[src/rtl/alu_pkg.sv]
// +----------------------------------------------------------------------------+
// | alu_pkg: opcodes, operand sequencer FSM state encoding, opcode width.      |
// | Revision: 1.0                                                              |
// +----------------------------------------------------------------------------+
`default_nettype none

package alu_pkg;

  localparam int OP_BITS = 6;

  localparam logic [OP_BITS-1:0] c_op_add = 6'b100000;
  localparam logic [OP_BITS-1:0] c_op_sub = 6'b100010;
  localparam logic [OP_BITS-1:0] c_op_and = 6'b100100;
  localparam logic [OP_BITS-1:0] c_op_or  = 6'b100101;
  localparam logic [OP_BITS-1:0] c_op_xor = 6'b100110;
  localparam logic [OP_BITS-1:0] c_op_nor = 6'b100111;
  localparam logic [OP_BITS-1:0] c_op_sra = 6'b000011;
  localparam logic [OP_BITS-1:0] c_op_srl = 6'b000010;

  localparam logic [2:0] c_st_load_a  = 3'd0;
  localparam logic [2:0] c_st_load_b  = 3'd1;
  localparam logic [2:0] c_st_load_op = 3'd2;
  localparam logic [2:0] c_st_exec    = 3'd3;
  localparam logic [2:0] c_st_hold    = 3'd4;

endpackage

`default_nettype wire

[src/rtl/alu_op_check.sv]
// +----------------------------------------------------------------------------+
// | alu_op_check: combinational legality check of an ALU opcode.               |
// | Revision: 1.0                                                              |
// +----------------------------------------------------------------------------+
`default_nettype none

module alu_op_check
  import alu_pkg::*;
#(
  parameter int OP_BITS = alu_pkg::OP_BITS
) (
  input  logic [OP_BITS-1:0] op,
  output logic               legal
);

  always_comb begin
    legal = 1'b0;
    case (op)
      c_op_add, c_op_sub, c_op_and, c_op_or,
      c_op_xor, c_op_nor, c_op_sra, c_op_srl: legal = 1'b1;
      default:                                legal = 1'b0;
    endcase
  end

endmodule

`default_nettype wire

[src/rtl/alu_operand_sequencer.sv]
// +----------------------------------------------------------------------------+
// | alu_operand_sequencer: collects A, B, opcode from one valid/ready channel, |
// | feeds the ALU, returns the result on a valid/ready channel.                |
// | Optional opcode rejection: define ALU_SEQ_OP_CHECK_EN.                     |
// | Revision: 1.0                                                              |
// +----------------------------------------------------------------------------+
`default_nettype none

module alu_operand_sequencer
  import alu_pkg::*;
#(
  parameter int BITS    = 8,
  parameter int OP_BITS = alu_pkg::OP_BITS
) (
  input  logic               clk,
  input  logic               rst_n,
  input  logic [BITS-1:0]    in_data,
  input  logic               in_valid,
  output logic               in_ready,
  output logic [BITS-1:0]    alu_a,
  output logic [BITS-1:0]    alu_b,
  output logic [OP_BITS-1:0] alu_op,
  input  logic [BITS-1:0]    alu_out,
  output logic [BITS-1:0]    res_data,
  output logic               res_valid,
  input  logic               res_ready,
  output logic               op_err,
  output logic [7:0]         txn_count
);

  logic [2:0]         r_state;
  logic [2:0]         w_state_nxt;
  logic               w_in_ready;
  logic               w_xfer;
  logic               w_op_legal;
  logic [OP_BITS-1:0] w_op_word;
  logic [BITS-1:0]    r_alu_a;
  logic [BITS-1:0]    r_alu_b;
  logic [OP_BITS-1:0] r_alu_op;
  logic [BITS-1:0]    r_res_data;
  logic               r_res_valid;
  logic [7:0]         r_txn_count;

  assign w_op_word = in_data[OP_BITS-1:0];
  assign w_xfer    = in_valid && w_in_ready;

`ifdef ALU_SEQ_OP_CHECK_EN
  logic r_op_err;

  alu_op_check #(.OP_BITS(OP_BITS)) u_op_check (
    .op    (w_op_word),
    .legal (w_op_legal)
  );

  // Rejected opcode: pulse for one cycle and stay in LOAD_OP for a retry.
  always_ff @(posedge clk or negedge rst_n) begin
    if (!rst_n) r_op_err <= 1'b0;
    else        r_op_err <= w_xfer && (r_state == c_st_load_op) && !w_op_legal;
  end

  assign op_err = r_op_err;
`else
  assign w_op_legal = 1'b1;
  assign op_err     = 1'b0;
`endif

  always_ff @(posedge clk or negedge rst_n) begin
    if (!rst_n) r_state <= c_st_load_a;
    else        r_state <= w_state_nxt;
  end

  always_comb begin
    w_state_nxt = r_state;
    case (r_state)
      c_st_load_a:  if (w_xfer)               w_state_nxt = c_st_load_b;
      c_st_load_b:  if (w_xfer)               w_state_nxt = c_st_load_op;
      c_st_load_op: if (w_xfer && w_op_legal) w_state_nxt = c_st_exec;
      c_st_exec:                              w_state_nxt = c_st_hold;
      c_st_hold:    if (res_ready)            w_state_nxt = c_st_load_a;
      default:                                w_state_nxt = c_st_load_a;
    endcase
  end

  always_comb begin
    w_in_ready = 1'b0;
    case (r_state)
      c_st_load_a, c_st_load_b, c_st_load_op: w_in_ready = 1'b1;
      default:                                w_in_ready = 1'b0;
    endcase
  end

  always_ff @(posedge clk or negedge rst_n) begin
    if (!rst_n) begin
      r_alu_a     <= '0;
      r_alu_b     <= '0;
      r_alu_op    <= '0;
      r_res_data  <= '0;
      r_res_valid <= 1'b0;
      r_txn_count <= 8'd0;
    end else begin
      if (w_xfer && r_state == c_st_load_a) r_alu_a <= in_data;
      if (w_xfer && r_state == c_st_load_b) r_alu_b <= in_data;
      if (w_xfer && r_state == c_st_load_op && w_op_legal) r_alu_op <= w_op_word;
      // Operands were stable for the whole EXEC cycle, so alu_out has settled.
      if (r_state == c_st_exec) begin
        r_res_data  <= alu_out;
        r_res_valid <= 1'b1;
      end
      if (r_state == c_st_hold && res_ready) begin
        r_res_valid <= 1'b0;
        r_txn_count <= r_txn_count + 8'd1;
      end
    end
  end

  assign in_ready  = w_in_ready;
  assign alu_a     = r_alu_a;
  assign alu_b     = r_alu_b;
  assign alu_op    = r_alu_op;
  assign res_data  = r_res_data;
  assign res_valid = r_res_valid;
  assign txn_count = r_txn_count;

endmodule

`default_nettype wire
[config.mk]
export PLATFORM = sky130hd
export DESIGN_NAME = alu_operand_sequencer
export DESIGN_NICKNAME = d
export VERILOG_FILES = /design/src/rtl/alu_pkg.sv /design/src/rtl/alu_op_check.sv /design/src/rtl/alu_operand_sequencer.sv
export SDC_FILE = /design/constraint.sdc
export NUM_CORES = 1
export LEC_CHECK = 0
export ABC_CLOCK_PERIOD_IN_PS = 2700
export CAP_MARGIN = 20
export CORE_UTILIZATION = 55
export CTS_CLUSTER_DIAMETER = 100
export CTS_CLUSTER_SIZE = 40
export DETAILED_ROUTE_END_ITERATION = 10
export DONT_BUFFER_PORTS = 1
export PLACE_DENSITY = 0.7
export SYNTH_ARGS = -nofsm -noshare
export SYNTH_HDL_FRONTEND = slang
export SYNTH_SLANG_ARGS = --single-unit
export TNS_END_PERCENT = 50
[constraint.sdc]
create_clock -name clk -period 2.7 [get_ports clk]
set_input_delay 0.405 -clock clk [delete_from_list [all_inputs] [get_ports clk]]
set_output_delay 0.405 -clock clk [all_outputs]
set_load 0.02 [all_outputs]
=== After elaboration in Yosys (flattened, before gate mapping) ===
Cells that the tools add are included.

* Add/subtract/negate cells: 1
* Equal/unequal tests: 8
* Multiplexer cells: 8
* Reduce and logical (&&, ||, !) cells: 9

{| class="wikitable"
|+ Operators with widths
! kind !! number
|-
| 3-bit one-hot mux with 5 select lines || 1
|-
| 3-bit two-way mux || 4
|-
| 8-bit by 1-bit adder with 8-bit output, second input constant || 1
|-
| 2-bit != test, second input constant || 4
|-
| 3-bit by 2-bit equality test with 1-bit output, second input constant || 2
|-
| 1-bit logical AND || 5
|-
| 4-bit AND reduction || 1
|-
| 3-bit by 1-bit equality test with 1-bit output, second input constant || 1
|-
| 3-bit equality test, second input constant || 1
|-
| 3-bit zero test || 1
|-
| 1-bit two-way mux || 3
|-
| 3-bit OR reduction || 1
|-
| 2-bit nonzero test || 1
|}

* Bits in registers: 42
* Output and inout bits: 41
* Word-level logic and storage cells: 33

=== Depth between registers and ports, before layout ===
Gate-level depths: netlist (run 1).

* Depth after elaboration: 6
* Gate-level depth with buffers: 5
* Gate-level depth less buffers: 4

=== Least setup slack after synthesis (run 1) ===
OpenSTA, ideal clock, no wires.

* Kind: reg-to-reg
* Start point: register r_state[0]
* End point: register r_alu_op[0], in the netlist alu_op[0]
* Library setup time: 0.125 ns
* Arrival: 1.249 ns
* Slack: 1.326 ns
* Stages on the path, launching flop included: 4
* Cells stage by stage: dfrtp_1 nand2b_4 nor3b_4 mux2_2

* Longest elaborated chain between the ends: 5
* Elaborated cells between the ends (all ways): 7
* Classes of those cells: eq/ne: 2; mux: 1; reduce/logical: 4

{| class="wikitable"
|+ RTL lines
! what !! RTL line !! RTL
|-
| from (decl) || alu_operand_sequencer.sv:31 || <nowiki>logic [2:0] r_state;</nowiki>
|-
| from (signal assigned) || alu_operand_sequencer.sv:68 || <nowiki>if (!rst_n) r_state <= c_st_load_a;</nowiki>
|-
| from (signal assigned) || alu_operand_sequencer.sv:69 || <nowiki>else r_state <= w_state_nxt;</nowiki>
|-
| 3-bit by 1-bit equality test with 1-bit output, or another cell as far along || alu_operand_sequencer.sv:86 || <nowiki>case (r_state)</nowiki>
|-
| 3-bit OR reduction || alu_operand_sequencer.sv:86 ||
|-
| 1-bit two-way mux || alu_operand_sequencer.sv:86 ||
|-
| 1-bit logical AND || alu_operand_sequencer.sv:45 || <nowiki>assign w_xfer = in_valid && w_in_ready;</nowiki>
|-
| 1-bit logical AND * || alu_operand_sequencer.sv:103 || <nowiki>if (w_xfer && r_state == c_st_load_op && w_op_legal) r_alu_op <= w_op_word;</nowiki>
|-
| to (signal assigned) || alu_operand_sequencer.sv:103 ||
|-
| to (decl) || alu_operand_sequencer.sv:39 || <nowiki>logic [OP_BITS-1:0] r_alu_op;</nowiki>
|}

Mark *: on every way between the ends. The rest lies on a longest branch, timed or not.
A chain may end at the register's enable or synchronous reset.

=== Worst setup path in the final report (run 1) ===
* Start point: register r_state[2]
* End point: output port in_ready

* Longest elaborated chain between the ends: 3
* Elaborated cells between the ends (all ways): 5
* Classes of those cells: eq/ne: 2; mux: 1; reduce/logical: 2

{| class="wikitable"
|+ RTL lines
! what !! RTL line !! RTL
|-
| 3-bit by 1-bit equality test with 1-bit output, or another cell as far along || alu_operand_sequencer.sv:86 ||
|-
| 3-bit OR reduction * || alu_operand_sequencer.sv:86 ||
|-
| 1-bit two-way mux * || alu_operand_sequencer.sv:86 ||
|-
| to (decl) || alu_operand_sequencer.sv:19 || <nowiki>output logic in_ready,</nowiki>
|}

Marked as above.

==> flow_summary.yaml, run 1 <==
outcome:
  status: "complete, no violations"
sta:
  fin_crit_sh: 0.646
  max_freq_ghz: 0.573
  hold_viol: 0
  rsz0062_at_grt: "false"
  period_needed_ns: 1.75
  drv_slew: 0
  finalSetupViolations: 0
  setup_tns_ns: 0
  finClkSkew_ns: 0.00637
placed_design:
  dpl_cell_area_sq_um: 1750
  routabilityCongestion: 0.721
  dp.cells: 155
  numPortBuffers: 0
  dp_hpwl_um: 1920
logic_synthesis:
  syn-cell-area_sq_um: 1740
  syn_avg_cell_area_sq_um: 15.0
  synth_cells: 116
  ys_seq_area_frac: 0.606
  ys_types: 25
  synth_area_leader_cell: "dfrtp_1"
  netlist_top_cells_area: "dfrtp_1 (61%), mux2_2 (19%), nand2_1 (2.2%)"
  ys_ff_latch: 42
  synth-warning-count: 0
  syn-num-nets: 137
  synth.top_cell.area_share: 0.606
power:
  leakagePower_uw: 0.000804
  powerDensity_nw_per_um2: 1230
  ir_drop_v: 0.000636
cts:
  htree_levels: 2
  cts_root_buf: "clkbuf_4"
  cts_resized: 0
  cts_tree: "yes"
  path_clk_slew_ns: 0.11
  clkSinkCount: 42
  cts_inserted_buffers: 5
  clk_latency_ns: 0.34
  ctsLongestPathBuffers: 2
setup_path:
  critPathMaxFanout: 10
  cp_num_cells: 1
  slowest_delay_ns: 0.54
  cp_slowest_cell: "dfrtp_1"
  path_cells: "a21oi_1"
  critPathKind: "flip-flop to output port"
  path_delay_family: "flip-flops"
  crit_arrival_ns: 1.34
  endpoint_kind: "output port"
  reg2reg_depth: 3
  critical_path_buf_inv_count: 0
  worstSetupStartpointType: "flip-flop"
  crit_required_ns: 2.30
die:
  die_h_um: 58.2
  die_area_sq_um: 3380
  start_util: 0.573
  io_pins: 61
  core_area_sq_um: 3030
  dieWidth_um: 58.2
  rows: 20
layout:
  synthToLayoutAreaGrowth_pct: 5.91
  seq_area_sq_um: 1050
  drive_gt1_frac: 0.380
  fillers: 236
  finalInstanceArea_sq_um: 1840
  instances_no_fill: 165
  layout_commonest_cell: "dfrtp_1"
  multi_input_area_sq_um: 642
  layout.nets: 141
  mostFrequentLayoutCells: "dfrtp_1 (42), mux2_2 (30), nand2_1 (10), clkbuf_4 (5), xnor2_1 (4)"
  num_antenna_cells: 0
global_route:
  grt_max_degree: 43
  grt_use_total: 0.181
  globalRouteOverflowTotal: 0
  grtUsageMet3: 0.0982
  grt_pass1_vias: 973
  grt-busiest-layer: "met2"
  gr-usage-met2: 0.309
  grt_pass1_wl_um: 4290
  gr-usage-met1: 0.183
  grt_antenna_before_repair: 0
min_path:
  hold_path_class: "input port to flip-flop"
  min_path_cells: 1
job:
  max_cap_violations: 0
detailed_routing:
  wl_um: 2680
  drtAntennaViolNets: 0
  vias: 905
  drtIter0Drc: 24
  wl_per_cell_um: 16.2
  vias_per_cell: 5.48
  drc: 0
  first_pass_iters: 4
## cells in the mapped netlist
| library cell | count |
|---|---|
| ha_1 | 1 |
| nand3b_1 | 2 |
| mux2_2 | 30 |
| xor2_1 | 3 |
| nor2_4 | 1 |
| nor3b_4 | 1 |
| buf_2 | 1 |
| xnor2_1 | 4 |
| nand4_1 | 2 |
| and4bb_2 | 1 |
| a21oi_1 | 3 |
| nand2b_4 | 1 |
| buf_6 | 2 |
| nand2_1 | 10 |
| buf_4 | 2 |
| nor3_4 | 1 |
| nand4bb_1 | 1 |
| nor3_1 | 2 |
| or3b_2 | 1 |
| nand3_1 | 1 |
| dfrtp_1 | 42 |
| or2b_1 | 1 |
| conb_1 | 1 |
| nor4_4 | 1 |
| or4b_2 | 1 |
## power breakdown
group	switching [uW]	total [uW]	internal [uW]
Combinational	188	495	306
Sequential	552	1450	902
Clock	185	311	126
## path summary, 6_finish.rpt
kind	from	end	slack, ns
worst max register to register	r_state[2]$_DFFE_PN0P_	txn_count[7]$_DFFE_PN0P_	1.09
worst min-delay path	in_data[4]	alu_op[4]$_DFFE_PN0P_	0.20
worst max-delay path	r_state[2]$_DFFE_PN0P_	in_ready	0.95
max in group asynchronous	rst_n	res_data[3]$_DFFE_PN0P_	1.99
min in group asynchronous	rst_n	alu_a[4]$_DFFE_PN0P_	0.51
worst min register to register	txn_count[7]$_DFFE_PN0P_	txn_count[7]$_DFFE_PN0P_	0.62
## area by class of cell
cell class / count / area share
clock buffers: 7 / 0.0300
clock inverters: 1 / 0.00272
multi-input cells: 69 / 0.349
flip-flops and latches: 42 / 0.572
well taps: 44 / 0.0300
repair buffers: 2 / 0.0163
## sequential cells by signal, summed over array words and instances (netlist names)
register and cells:
alu_op 6, r_state 3, txn_count 8, alu_a 8, res_valid 1, res_data 8, alu_b 8
## repair_timing
action,4_1_cts,5_1_grt
hold endpoints to repair,42,0
buffers inserted,0,0
hold buffers,2,0
## kinds of logic (layout without fill, tap and decap cells)
family	after synthesis	count (layout)	synth area share
adder cells (fa/ha/maj)	1	1	0.00721
other	1	1	0.00216
XOR/XNOR	7	7	0.0353
AND/OR/NAND/NOR	27	27	0.122
AO/OA/AOI/OAI	3	3	0.00865
flip-flops	42	42	0.606
multiplexers	30	30	0.195
buffers and inverters	5	10	0.0245
## per-layer routing
metal | wire (um) | vias to the layer above
met5 | 0 | -
met1 | 979 | 453
met3 | 255 | 5
li1 | - | 410
met4 | 40 | 0
met2 | 1400 | 37
## through the flow
| step | power, uW | hold slack [ns] | util | setup slack [ns] |
|---|---|---|---|---|
| 4_1_cts | 2290 | 0.192 | 0.607 | 0.921 |
| 5_1_grt | 2390 | 0.176 | 0.607 | 0.887 |
| 3_5_place_dp | 1960 | 0.110 | 0.577 | 1.12 |
| 3_3_place_gp | 1930 | 0.110 | 0.577 | 1.18 |
| 2_1_floorplan | 1860 | 0.109 | - | 1.33 |
| 6_report | 2260 | 0.200 | 0.607 | 0.955 |
Power figures use the tool's default switching activity.
==> run 2: changes to the inputs <==
--- a/config.mk
+++ b/config.mk
@@ -5,7 +5,7 @@
 export SDC_FILE = /design/constraint.sdc
 export NUM_CORES = 1
 export LEC_CHECK = 0
-export ABC_CLOCK_PERIOD_IN_PS = 2700
+export ABC_CLOCK_PERIOD_IN_PS = 1700
 export CAP_MARGIN = 20
 export CORE_UTILIZATION = 55
 export CTS_CLUSTER_DIAMETER = 100
==> constraint.sdc (replaced) <==
create_clock -name clk -period 1.7 [get_ports clk]
set_input_delay 0.255 -clock clk [delete_from_list [all_inputs] [get_ports clk]]
set_output_delay 0.255 -clock clk [all_outputs]
set_load 0.02 [all_outputs]
==> run 2 against run 1 <==
Compared with the run above:
- final cell count rose by 1.2%
- final area rose by 2.0%
- register-to-register slack got worse by 0.95 ns
- combinational power rose by 63%
- sequential cell count did not move
- sequential power rose by 60%
- total power rose by 66%
- via count rose by 0.33%
- clock skew rose by 0.0050 ns
- clock power rose by 100%
- worst setup slack got worse by 0.81 ns
- wire length rose by 6.3%
- largest cell class unchanged
==> flow_summary.yaml, run 2 (same netlist as run 1, synthesis figures left out) <==
power:
  ir_drop_v: 0.00105
  powerDensity_nw_per_um2: 2000
  leakagePower_uw: 0.000817
sta:
  setup_tns_ns: 0
  fin_crit_sh: 0.917
  drv_slew: 0
  finalSetupViolations: 0
  period_needed_ns: 1.56
  rsz0062_at_grt: "false"
  hold_viol: 0
  finClkSkew_ns: 0.0114
  max_freq_ghz: 0.641
detailed_routing:
  wl_um: 2850
  drc: 0
  wl_per_cell_um: 17.0
  drtAntennaViolNets: 0
  vias_per_cell: 5.44
  vias: 908
  drtIter0Drc: 27
  first_pass_iters: 2
layout:
  finalCoreUtilization: 0.619
  mostFrequentLayoutCells: "dfrtp_1 (42), mux2_2 (30), nand2_1 (10), clkbuf_4 (5), xnor2_1 (4)"
  synthToLayoutAreaGrowth_pct: 8.08
  drive_gt1_frac: 0.398
  layout.nets: 143
  fillers: 255
  layout_commonest_cell: "dfrtp_1"
  finalInstanceArea_sq_um: 1880
  instances_no_fill: 167
  num_antenna_cells: 0
min_path:
  hold_path_class: "input port to flip-flop"
placed_design:
  dpl_cell_area_sq_um: 1760
  dp.cells: 157
  numPortBuffers: 0
  routabilityCongestion: 0.716
  dp_hpwl_um: 1980
setup_path:
  critPathMaxFanout: 10
  crit_arrival_ns: 1.81
  cp_slowest_cell: "dfrtp_1"
  path_cells: "nand3b_1, mux2_2"
  worstSetupStartpointType: "flip-flop"
  crit_required_ns: 1.95
  critPathKind: "flip-flop to flip-flop"
  critical_path_buf_inv_count: 0
  path_delay_family: "flip-flops"
  endpoint_kind: "flip-flop"
  slowest_delay_ns: 0.64
cts:
  cts_setup_buffers: 0
  cts_root_buf: "clkbuf_4"
  clk_latency_ns: 0.34
  ctsLongestPathBuffers: 2
  path_clk_slew_ns: 0.13
  cts_tree: "yes"
  htree_levels: 2
  cts_inserted_buffers: 5
  clkSinkCount: 42
global_route:
  grt_pass1_vias: 941
  grt_pass1_wl_um: 4520
  grt-busiest-layer: "met2"
  grtUsageMet3: 0.0871
  grt_antenna_before_repair: 0
  grt_max_degree: 43
  globalRouteOverflowTotal: 0
  grt_use_total: 0.188
  gr-usage-met2: 0.289
  gr-usage-met1: 0.232
die:
  core_area_sq_um: 3030
  io_pins: 61
  dieWidth_um: 58.2
  rows: 20
  start_util: 0.573
  die_h_um: 58.2
  die_area_sq_um: 3380
outcome:
  status: "complete, no violations"
job:
  max_cap_violations: 0
==> run 2: cell types whose count changed in the layout (fill, tap and decap cells not counted), sizes merged <==
| cell | delta |
|---|---|
| clkbuf | -1 |
| clkinvlp | +1 |
| buf | +2 |
| clkinv | -1 |
| bufinv | +1 |
==> run 2: final cells by class <==
class / instances / area, sq um / share of cell area
clock buffer: 6 / 41.3 / 0.0220
clock inverter: 2 / 37.5 / 0.0200
multi-input combinational: 69 / 646 / 0.344
sequential: 42 / 1050 / 0.560
tap: 44 / 55.1 / 0.0294
timing repair buffer: 4 / 45.0 / 0.0240
==> run 2: where the power goes <==
group	switching (uW)	total, uW	internal (uW)	leakage, uW
registers	885	2320	1430	0.000511
logic	303	808	505	0.000267
clock network	312	622	310	0.0000385
==> run 2: what timing repair did <==
item                                    CTS  global route
gates resized for setup                   0             1
endpoints found under the hold margin    42             0
hold buffers                              2             0
endpoints found under the setup margin    0             1
==> run 2: metrics by stage <==
stage | hold WS, ns | setup WS [ns] | power, uW
after global routing | 0.00901 | 0.0120 | 3970
after global placement | -0.0398 | 0.204 | 3080
after floorplan | -0.0406 | 0.326 | 2960
final | 0.0453 | 0.141 | 3750
after CTS | 0.0300 | 0.0602 | 3790
after detailed placement | -0.0397 | 0.142 | 3140
==> run 2: final timing paths <==
| kind | start | end | slack (ns) | depth (start not counted) |
|---|---|---|---|---|
| worst max-delay path | r_state[2]$_DFFE_PN0P_ | res_data[7]$_DFFE_PN0P_ | 0.14 | 2 |
| worst min-delay path | alu_out[2] | res_data[2]$_DFFE_PN0P_ | 0.05 | 1 |
| worst max register to register | r_state[2]$_DFFE_PN0P_ | res_data[7]$_DFFE_PN0P_ | 0.14 | 2 |
| worst min register to register | txn_count[7]$_DFFE_PN0P_ | txn_count[7]$_DFFE_PN0P_ | 0.61 | 1 |
| max in group asynchronous | rst_n | txn_count[0]$_DFFE_PN0P_ | 1.13 | 2 |
| min in group asynchronous | rst_n | alu_a[6]$_DFFE_PN0P_ | 0.38 | 2 |
==> run 2: metal layers <==
metal	part of all wire	vias to the layer above	routed length, um
met3	0.089	5	253
met2	0.50	40	1430
met5	0	-	0
li1	-	415	-
met4	0.010	0	29
met1	0.40	448	1140
==> run 3: changes to the inputs <==
--- a/config.mk
+++ b/config.mk
@@ -13,6 +13,7 @@
 export DETAILED_ROUTE_END_ITERATION = 10
 export DONT_BUFFER_PORTS = 1
 export PLACE_DENSITY = 0.7
+export SLEW_MARGIN = 20
 export SYNTH_ARGS = -nofsm -noshare
 export SYNTH_HDL_FRONTEND = slang
 export SYNTH_SLANG_ARGS = --single-unit
==> results of run 3 <==
Final layout, timing and power as in run 2 (identical DEF).
